**config.mk**
```make
export PLATFORM = sky130hd
export DESIGN_NAME = hilo_muldiv_unit
export DESIGN_NICKNAME = d
export VERILOG_FILES = /design/src/rtl/hilo_muldiv_unit.sv
export SDC_FILE = /design/constraint.sdc
export NUM_CORES = 1
export LEC_CHECK = 0
export ABC_CLOCK_PERIOD_IN_PS = 7660
export BUFFER_PORTS_ARGS = -buffer_cell sky130_fd_sc_hd__buf_2
export CORE_MARGIN = 2
export CORE_UTILIZATION = 45
export DETAILED_ROUTE_END_ITERATION = 6
export SLEW_MARGIN = 20
export SYNTH_ARGS = -nofsm -noshare
export SYNTH_HDL_FRONTEND = slang
export SYNTH_SLANG_ARGS = --single-unit
```
**constraint.sdc**
```tcl
create_clock -name Clk -period 7.66 [get_ports Clk]
set_clock_uncertainty 0.05 [all_clocks]
set_input_delay 0.766 -clock Clk [delete_from_list [all_inputs] [get_ports Clk]]
set_output_delay 0.766 -clock Clk [all_outputs]
set_load 0.01 [all_outputs]
```
**src/rtl/hilo_muldiv_unit.sv**
```systemverilog
// Iterative 32-cycle multiply / restoring divide unit with HI/LO result registers.
// MULT/MULTU/DIV/DIVU run in RUN (Busy); MTHI/MTLO write HI/LO in a single cycle.
module hilo_muldiv_unit #(
   parameter logic [5:0] OP_MULT  = 6'd20,
   parameter logic [5:0] OP_MULTU = 6'd21,
   parameter logic [5:0] OP_DIV   = 6'd22,
   parameter logic [5:0] OP_DIVU  = 6'd23,
   parameter logic [5:0] OP_MTHI  = 6'd24,
   parameter logic [5:0] OP_MTLO  = 6'd25
) (
   input  logic        Clk,
   input  logic        Rst,
   input  logic        Start,
   input  logic [5:0]  ALUCtrl,
   input  logic [31:0] A,
   input  logic [31:0] B,
   output logic [31:0] Hi,
   output logic [31:0] Lo,
   output logic        Busy,
   output logic        Done
);

   typedef enum logic [1:0] {IDLE, RUN, DONE} state_t;

   state_t      state;
   logic [4:0]  cnt;
   logic [63:0] work;      // mul: {partial product, multiplier}; div: {remainder, quotient}
   logic [31:0] opnd;      // multiplicand or divisor magnitude
   logic [31:0] dividend;  // raw A, returned in HI on divide by zero
   logic        is_div;
   logic        neg_q;
   logic        neg_r;
   logic        div_zero;

   logic        accept;
   logic        is_mul_op;
   logic        is_div_op;
   logic        is_signed_op;
   logic        is_mt_op;
   logic [31:0] a_mag;
   logic [31:0] b_mag;

   logic [32:0] sum;
   logic [32:0] diff;
   logic [63:0] work_nxt;
   logic [63:0] prod;
   logic [31:0] q_fix;
   logic [31:0] r_fix;
   logic [31:0] hi_res;
   logic [31:0] lo_res;

   // NOTE: every signal written in an always_comb gets a default first so no latch is inferred.
   always_comb begin
      accept       = Start && (state != RUN);
      is_mul_op    = (ALUCtrl == OP_MULT) || (ALUCtrl == OP_MULTU);
      is_div_op    = (ALUCtrl == OP_DIV)  || (ALUCtrl == OP_DIVU);
      is_signed_op = (ALUCtrl == OP_MULT) || (ALUCtrl == OP_DIV);
      is_mt_op     = (ALUCtrl == OP_MTHI) || (ALUCtrl == OP_MTLO);
      a_mag        = (is_signed_op && A[31]) ? -A : A;
      b_mag        = (is_signed_op && B[31]) ? -B : B;
   end

   always_comb begin
      sum  = {1'b0, work[63:32]} + {1'b0, opnd};
      // Trial subtract of the shifted remainder; bit 32 set means it went negative.
      diff = {work[63:32], work[31]} - {1'b0, opnd};

      if (is_div)
         work_nxt = diff[32] ? {work[62:0], 1'b0} : {diff[31:0], work[30:0], 1'b1};
      else
         work_nxt = work[0] ? {sum, work[31:1]} : {1'b0, work[63:1]};

      prod  = neg_q ? -work_nxt : work_nxt;
      q_fix = neg_q ? -work_nxt[31:0]  : work_nxt[31:0];
      r_fix = neg_r ? -work_nxt[63:32] : work_nxt[63:32];

      hi_res = prod[63:32];
      lo_res = prod[31:0];
      if (is_div) begin
         if (div_zero) begin
            hi_res = dividend;
            lo_res = 32'hFFFF_FFFF;
         end else begin
            hi_res = r_fix;
            lo_res = q_fix;
         end
      end
   end

   // NOTE: the datapath registers (work, opnd, sign flags) are loaded on accept before use,
   // so only control state and the architectural HI/LO take the reset value.
   // NOTE: sequential state uses non-blocking assignments so every register samples pre-edge values.
   always_ff @(posedge Clk) begin
      if (Rst) begin
         state <= IDLE;
         cnt   <= 5'd0;
         Hi    <= 32'd0;
         Lo    <= 32'd0;
      end else begin
         case (state)
            RUN: begin
               work <= work_nxt;
               cnt  <= cnt + 5'd1;
               if (cnt == 5'd31) begin
                  state <= DONE;
                  Hi    <= hi_res;
                  Lo    <= lo_res;
               end
            end
            default: begin
               state <= IDLE;
               if (accept) begin
                  if (is_mt_op) begin
                     if (ALUCtrl == OP_MTHI)
                        Hi <= A;
                     else
                        Lo <= A;
                  end else if (is_mul_op || is_div_op) begin
                     state    <= RUN;
                     cnt      <= 5'd0;
                     is_div   <= is_div_op;
                     work     <= {32'd0, a_mag};
                     opnd     <= b_mag;
                     dividend <= A;
                     div_zero <= (B == 32'd0);
                     neg_q    <= is_signed_op && (A[31] ^ B[31]);
                     neg_r    <= is_signed_op && A[31];
                  end
               end
            end
         endcase
      end
   end

   assign Busy = (state == RUN);
   assign Done = (state == DONE);

endmodule

```
==> impl_metrics.yaml, run 1 <==
outcome:
  status: "completed"
drt:
  drt-initial-drc-count: 1605
  drt.antenna.violating_nets: 0
  m1WireLength_um: 27900
  met3_length_um: 4390
  top_layer: "met4"
  vias_per_cell: 6.31
  routed_wl_um: 63400
  dr.pass1.iters: 6
  drc: 0
  vias: 17100
  wire_per_inst_um: 23.3
  met2_length_um: 28300
logic_synthesis:
  synth_cell_types: 95
  syn_nets: 2248
  yosysTopAreaCell: "edfxtp_1"
  ys.flop_type: "edfxtp_1"
  ys_warn_count: 0
  postSynthAreaPerCell_um2: 8.20
  synth-seq-cells: 203
  synth_common_cells: "nand2_1, a21oi_1, o21ai_0"
  ys_seq_area_frac: 0.312
  async_reset_ff_frac: 0
  synth_top_area_share: 0.230
  synth-edff-count: 132
  syn_area_um2: 17200
  synthCells: 2103
  synth.area.top_cells: "edfxtp_1, dfxtp_1, nand2_1"
  yosysMostFrequentCell: "nand2_1"
place:
  dp_hpwl_um: 47000
  placed_cells: 2666
  pre_cts_ws_ns: 1.19
  io_buffers: 138
  gp_congestion: 0.972
  dpl_cell_area_um2: 18400
timing:
  rsz0062_at_grt: "false"
  finalCritPeriodShare: 0.865
  clock.fmax_ghz: 0.151
  period_minus_slack_ns: 6.63
  worstMarginPinSlew_ns: 1.17
  worst_slack_ns: 1.03
  drv_slew: 0
  hold_viol: 0
  setup_tns_ns: 0
  slew_headroom: 0.223
  finalSetupViolations: 0
global_route:
  grt_pass1_wl_um: 97100
  grt_max_degree: 106
  track_usage: 0.316
  grt.overflow.total: 0
  antenna_found_initial: 0
  grt_pass1_vias: 16300
cells_and_area:
  design_area_um2: 19300
  drive_gt1_frac: 0.125
  final_nets: 2329
  synthToLayoutAreaGrowth_pct: 11.8
  n_antenna_cell: 0
  fillers: 3777
  stdcell_count: 2715
floorplanning:
  coreArea_um2: 37700
  placementRows: 71
  die_x_um: 200
  io_pins: 139
  fp.dieH_um: 200
  initial_core_util: 0.458
  die-area_um2: 39900
run:
  drv_cap: 0
clock_tree:
  cts_tree: "built"
  postCtsSetupRepairBufs: 0
  ctsResizeCount: 0
  root_buffer: "clkbuf_16"
  h-tree-depth: 1
  clock_latency_ns: 0.57
  clk_pin_slew_ns: 0.06
  hold_buffers: 0
  clk_path_buf_depth: 3
  cts_buffers: 27
  cts_num_sinks: 203
setup_path:
  worstRegToRegCells: 18
  cp_data_required_time_ns: 8.07
  cp_slowest_cell: "a222oi_1"
  crit_type: "reg -> reg"
  crit_path_max_incr_delay_ns: 0.96
  cp_cell_sequence: "ha_1, a21oi_4, o21ai_2, a222oi_1, and3_1, a2111oi_2, nor2_1, ha_1, o21ai_0, or2_2, or3_1, or2_2, or3_1, inv_1, nand2_1, or2_1, or4_1, a32o_1"
  cp.depth: 18
  crit_buf_inv: 1
  crit_family: "simple AND/OR/NAND/NOR gates"
  worst_setup_path_end_kind: "flip-flop"
  cp_max_fo: 13
  worstPathArrival_ns: 7.04
  start_kind: "flip-flop"
power:
  p_per_area_nw_per_um2: 140
  p_leak_nw: 7.09
  max-vdd-ir-drop_mv: 0.125
  power_w: 0.00271
worst_hold_path:
  hold_path_class: "in -> reg"
  min_path_cells: 1
[cell usage in the layout (no fill, tap or decap), types with 37 or more instances in the layout]
cell type  Yosys  layout
mux2i_1       42      42
o221ai_1      38      38
dfxtp_1       71      71
nor3_1        60      59
nor2_1       140     139
edfxtp_1     132     132
xnor2_1       95      95
xor2_1        66      66
nand3_1       37      37
nand2_1      264     263
ha_1          70      70
o21ai_0      169     169
a21oi_1      170     169
buf_2         10     138
inv_1         62      61
[cell families after synthesis]
logic type	count (synthesis)	synth area share
AND/OR/NAND/NOR	737	0.211
AO/OA/AOI/OAI	688	0.265
multiplexers	58	0.0348
adder cells (fa/ha/maj)	72	0.0531
flip-flops	203	0.312
buffers and inverters	184	0.0421
XOR/XNOR	161	0.0818
[sequential cells by signal, summed over array words and instances (netlist names)]
signal,flops
dividend,32
is_div,1
opnd,32
Lo,32
state,2
neg_r,1
cnt,5
neg_q,1
div_zero,1
work,64
Hi,32
[path summary, 6_finish.rpt]
path | from | endpoint | slack [ns]
worst max-delay path | work[48]$_SDFFCE_PN0P_ | Hi[24]$_SDFFE_PP0P_ | 1.03
worst min-delay path | A[0] | dividend[0]$_DFFE_PP_ | 0.39
worst max register to register | work[48]$_SDFFCE_PN0P_ | Hi[24]$_SDFFE_PP0P_ | 1.03
worst min register to register | Lo[5]$_SDFFE_PP0P_ | Lo[5]$_SDFFE_PP0P_ | 0.40
[cell type report]
type	count	area [µm²]	share of cell area
clock buffers	34	753	0.0391
repair buffers	173	966	0.0501
clock inverters	15	138	0.00714
well taps	511	639	0.0332
inverters	63	238	0.0123
multi-input cells	1716	11200	0.579
flip-flops and latches	203	5390	0.279
[report_power, final]
part,internal [W],switching (W)
Clock,0.000763,0.000533
Sequential,0.00117,0.00000729
Combinational,0.0000783,0.000150
Total,0.00201,0.000691
[metal layers]
layer  vias up  GRT usage
met1      8207      0.435
met2       736      0.505
met3       128     0.0395
met4         0      0.129
met5         -          0
li1       8055          -
[metrics by stage]
step / hold WS [ns] / utilization
after floorplan: 0.412 / -
after detailed placement: 0.391 / 0.488
final: 0.390 / 0.512
after global routing: 0.382 / 0.512
after CTS: 0.381 / 0.512
after global placement: 0.388 / 0.488
No activity file was read; power rests on OpenSTA's default activity.
==> run 2: changes to the inputs <==
- RECOVER_POWER: default -> 100
==> run 2 against run 1 <==
Net effect: the run now ends with capacitance limit, slew limit left; total power is essentially flat; count of clock-buffer cells in the layout unchanged; sequential cell count stayed put; critical path depth is 1 lower; routed wire length is essentially flat; sequential power about the same; non-clock buffer count stayed put; via count grew 0.29%; critical endpoint is now Hi[31]$_SDFFE_PP0P_.
==> impl_metrics.yaml, run 2 (synthesized netlist as in run 1, its figures left out) <==
clock_tree:
  clock_latency_ns: 0.57
  clk_path_buf_depth: 3
  h-tree-depth: 1
  root_buffer: "clkbuf_16"
  cts_num_sinks: 203
  cts_buffers: 27
  hold_buffers: 0
  ctsResizeCount: 0
  cts_tree: "built"
  clk_pin_slew_ns: 0.06
  postCtsSetupRepairBufs: 0
run:
  drv_cap: 5
global_route:
  grt_pass1_wl_um: 97100
  grt.overflow.total: 0
  track_usage: 0.316
  antenna_found_initial: 0
  grt_pass1_vias: 16300
  grt_max_degree: 106
setup_path:
  r2r_start: "work[31]$_DFFE_PP_"
  crit_type: "reg -> reg"
  cp_cell_sequence: "inv_1, ha_1, inv_1, fa_1, a211oi_1, nor3_1, o21ai_0, a211oi_1, a211oi_4, clkbuf_1, a21oi_1, nor4b_4, nand4_1, or4_1, mux2_2, o2111ai_1, nand2_1"
  reg2reg_to: "Hi[31]$_SDFFE_PP0P_"
  cp_slowest_cell: "clkbuf_1"
  cp.depth: 17
  start_kind: "flip-flop"
  crit_family: "compound AO/OA/AOI/OAI gates"
  r2r_slack_ns: 0.76
  cp_data_required_time_ns: 8.05
  worst_setup_path_end_kind: "flip-flop"
  worstPathArrival_ns: 7.29
  crit_path_max_incr_delay_ns: 0.93
  crit_buf_inv: 3
  cp_max_fo: 22
  worstRegToRegCells: 17
drt:
  drt.antenna.violating_nets: 0
  vias_per_cell: 6.33
  dr.pass1.iters: 5
  routed_wl_um: 63400
  drc: 0
  drt-initial-drc-count: 1775
  vias: 17200
  wire_per_inst_um: 23.4
place:
  pre_cts_ws_ns: 1.19
  placed_cells: 2666
  gp_congestion: 0.972
  dp_hpwl_um: 47000
  io_buffers: 138
timing:
  worst_slack_ns: 0.762
  finalSetupViolations: 0
  worstMarginPinSlew_ns: 2.37
  drv_slew: 235
  hold_viol: 0
  finalCritPeriodShare: 0.901
  clock.fmax_ghz: 0.145
  slew_headroom: -0.583
  period_minus_slack_ns: 6.90
  setup_tns_ns: 0
  rsz0062_at_grt: "false"
power:
  p_leak_nw: 6.63
  max-vdd-ir-drop_mv: 0.126
  p_per_area_nw_per_um2: 142
  clock_power_share: 0.480
  power_frac_comb: 0.083
  internal_power_w: 0.00201
  p_sw_frac: 0.256
  p_sw_w: 0.000692
  power_w: 0.00270
  seqPwrFrac: 0.437
floorplanning:
  placementRows: 71
  coreArea_um2: 37700
  fp.dieH_um: 200
  die_x_um: 200
  die-area_um2: 39900
  io_pins: 139
  initial_core_util: 0.458
cells_and_area:
  largest_reg_flops: 64
  regMostFlops: "work"
  final_common_cell: "nand2_1"
  stdcell_count: 2715
  drive_gt1_frac: 0.0708
  n_antenna_cell: 0
  synthToLayoutAreaGrowth_pct: 10.6
  final_nets: 2329
  layout_common_cells: "nand2_1, o21ai_0, a21oi_1"
worst_hold_path:
  hold_path_class: "reg -> reg"
  hold_end: "Lo[5]$_SDFFE_PP0P_"
  hold_start: "Lo[5]$_SDFFE_PP0P_"
  min_path_cells: 2
outcome:
  status: "finished, violations left"
  violations: "capacitance limit, slew limit"
run 2: worst register-to-register path, delay by kind of cell (launching register included):
kind	cells	cell delay [ns]
AND/OR/NAND/NOR	5	1.95
flip-flops	1	0.43
buffers and inverters	3	1.21
adder cells (fa/ha/maj)	2	0.64
multiplexers	1	0.30
AO/OA/AOI/OAI	6	2.20
run 2: stage by stage:
stage	instance area, µm²	utilization	hold WS [ns]
floorplan	17200	-	0.412
global placement	18400	0.488	0.388
detailed placement	18400	0.488	0.391
CTS	19300	0.512	0.381
global route	19100	0.507	0.422
finish	19100	0.507	0.400
run 2: metal layers:
metal | vias up | global-route usage | share of wire
li1 | 8055 | - | -
met1 | 8225 | 0.435 | 0.44
met2 | 755 | 0.505 | 0.45
met3 | 141 | 0.0395 | 0.073
met4 | 0 | 0.129 | 0.045
met5 | - | 0 | 0
run 2: cell type report:
type | instances | area [µm²]
clock buffers | 34 | 753
repair buffers | 173 | 788
multi-input cells | 1716 | 11100
well taps | 511 | 639
fillers | 3842 | 18600
inverters | 63 | 238
flip-flops and latches | 203 | 5390
clock inverters | 15 | 138
run 2: power by group through the flow:
stage,registers [W],clock network (W),logic [W]
2_1_floorplan,0.00120,0,0.000131
3_3_place_gp,0.00120,0,0.000221
3_5_place_dp,0.00120,0,0.000223
4_1_cts,0.00118,0.00131,0.000225
5_1_grt,0.00118,0.00135,0.000244
6_report,0.00118,0.00130,0.000224
run 2: worst max path at each step:
stage | startpoint | to | slack (ns)
global route | work[40]$_SDFFCE_PN0P_ | Hi[24]$_SDFFE_PP0P_ | 0.41
global placement | work[48]$_SDFFCE_PN0P_ | Hi[24]$_SDFFE_PP0P_ | 1.31
floorplan | state[1]$_SDFFE_PP0P_ | div_zero$_DFFE_PP_ | 1.16
finish | work[31]$_DFFE_PP_ | Hi[31]$_SDFFE_PP0P_ | 0.76
detailed placement | work[48]$_SDFFCE_PN0P_ | Hi[24]$_SDFFE_PP0P_ | 1.19
CTS | work[48]$_SDFFCE_PN0P_ | Hi[24]$_SDFFE_PP0P_ | 1.14
==> run 3: changes to the inputs <==
- ABC_CLOCK_PERIOD_IN_PS: 7660 -> 7230
- CORE_UTILIZATION: 45 -> 40
- SLEW_MARGIN: 20 -> default
- clock period: 7.66 -> 7.23 ns (I/O delays scaled with it)
==> run 3 against run 2 <==
Net effect: the flow still finishes with violations (capacitance limit, slew limit); combinational power rose by 7%; non-clock buffer count rose by 6; core utilization down 5.9 points; hold slack is essentially flat; final area grew 0.44%; global-route usage decreased by 3.4 points; routed wire length increased by 0.49%; fmax increased by 7.5%; die area up 12%; total power grew 7.0%; critical path type unchanged; largest power group unchanged.
==> impl_metrics.yaml, run 3 (synthesized netlist as in run 1, its figures left out) <==
floorplanning:
  io_pins: 139
  die-area_um2: 44800
  die_x_um: 212
  placementRows: 76
  coreArea_um2: 42800
  initial_core_util: 0.403
  fp.dieH_um: 212
outcome:
  violations: "capacitance limit, slew limit"
  status: "finished, violations left"
place:
  io_buffers: 138
  gp_congestion: 0.964
  dpl_cell_area_um2: 18500
  dp_hpwl_um: 47600
clock_tree:
  clk_path_buf_depth: 3
  cts_num_sinks: 203
  clk_pin_slew_ns: 0.06
  root_buffer: "clkbuf_16"
  postCtsSetupRepairBufs: 0
  cts_buffers: 27
  clock_latency_ns: 0.59
  hold_buffers: 0
  ctsResizeCount: 0
  cts_tree: "built"
  h-tree-depth: 1
cells_and_area:
  final_common_cell: "nand2_1"
  regMostFlops: "work"
  postLayoutCoreUtil: 0.448
  multi_input_area_um2: 11100
  n_antenna_cell: 0
  fillers: 4375
  largest_reg_flops: 64
  design_area_um2: 19200
  layout_common_cells: "nand2_1, o21ai_0, a21oi_1"
  drive_gt1_frac: 0.0742
  seqCellArea_um2: 5390
  final_nets: 2335
  synthToLayoutAreaGrowth_pct: 11.1
drt:
  routed_wl_um: 63700
  dr.pass1.iters: 6
  vias: 17200
  wire_per_inst_um: 23.1
  vias_per_cell: 6.23
  drt-initial-drc-count: 1599
  drt.antenna.violating_nets: 0
  drc: 0
setup_path:
  cp_max_fo: 58
  worstPathArrival_ns: 6.89
  cp_data_required_time_ns: 7.71
  start_kind: "flip-flop"
  crit_type: "reg -> reg"
  worst_setup_path_end_kind: "flip-flop"
timing:
  slew_headroom: -0.676
  finalCritPeriodShare: 0.887
  period_minus_slack_ns: 6.42
  hold_viol: 0
  clock.fmax_ghz: 0.156
  worstMarginPinSlew_ns: 2.51
  setup_tns_ns: 0
  rsz0062_at_grt: "false"
  finalSetupViolations: 0
  drv_slew: 214
power:
  max-vdd-ir-drop_mv: 0.172
  p_leak_nw: 6.67
  p_per_area_nw_per_um2: 151
global_route:
  grt.overflow.total: 0
  track_usage: 0.283
  grt_pass1_vias: 16700
  grt_max_degree: 65
  grt_pass1_wl_um: 97900
  antenna_found_initial: 1
worst_hold_path:
  hold_path_class: "in -> reg"
run:
  drv_cap: 4
[run 3: cell types whose count changed in the layout (fill, tap and decap cells not counted), sizes merged]
| cell | delta |
|---|---|
| clkinvlp | -1 |
| clkbuf | +3 |
| inv | -3 |
| buf | +10 |
| clkinv | -3 |
[run 3: report_power, final]
part	internal [W]	total, W	switching, W
Clock	0.000826	0.00140	0.000575
Sequential	0.00124	0.00125	0.00000804
Combinational	0.0000786	0.000239	0.000160
[run 3: per-stage QoR]
stage / setup WS, ns / hold slack (ns) / cells / total power (W)
detailed placement: 1.05 / 0.388 / 2707 / 0.00151
floorplan: 0.734 / 0.412 / 2103 / 0.00141
finish: 0.815 / 0.399 / 2756 / 0.00289
CTS: 1.00 / 0.306 / 2756 / 0.00292
global placement: 1.25 / 0.388 / 2707 / 0.00151
global route: 0.267 / 0.385 / 2756 / 0.00298
[run 3: path summary, 6_finish.rpt]
path	from	endpoint	slack (ns)	cells after the start
setup reg to reg	state[1]$_SDFFE_PP0P_	Hi[24]$_SDFFE_PP0P_	0.81	8
setup / recovery	state[1]$_SDFFE_PP0P_	Hi[24]$_SDFFE_PP0P_	0.81	8
hold / removal	B[13]	opnd[13]$_DFFE_PP_	0.40	2
hold reg to reg	Hi[25]$_SDFFE_PP0P_	Hi[25]$_SDFFE_PP0P_	0.40	1
[run 3: per-layer routing]
layer	global-route usage	share of wire	wire length, µm
met5	0	0	0
met4	0.102	0.037	2350
met3	0.0398	0.068	4320
met2	0.455	0.45	28800
met1	0.386	0.44	28300
[run 3: critical path, stage by stage (launching register included)]
cell and delay, ns:
dfxtp_1 0.31, nand2b_2 0.58, clkinvlp_2 2.02, clkbuf_1 1.39, nand3_1 0.77, o22ai_1 0.20, a2111oi_0 0.53, o311a_1 0.29
a32o_1 0.17
[run 3: layout make-up]
type / instances / share of cell area
inverter: 63 / 0.0124
tap: 546 / 0.0357
sequential: 203 / 0.281
clock buffer: 41 / 0.0413
multi-input combinational: 1716 / 0.581
clock inverter: 8 / 0.00542
timing repair buffer: 179 / 0.0436
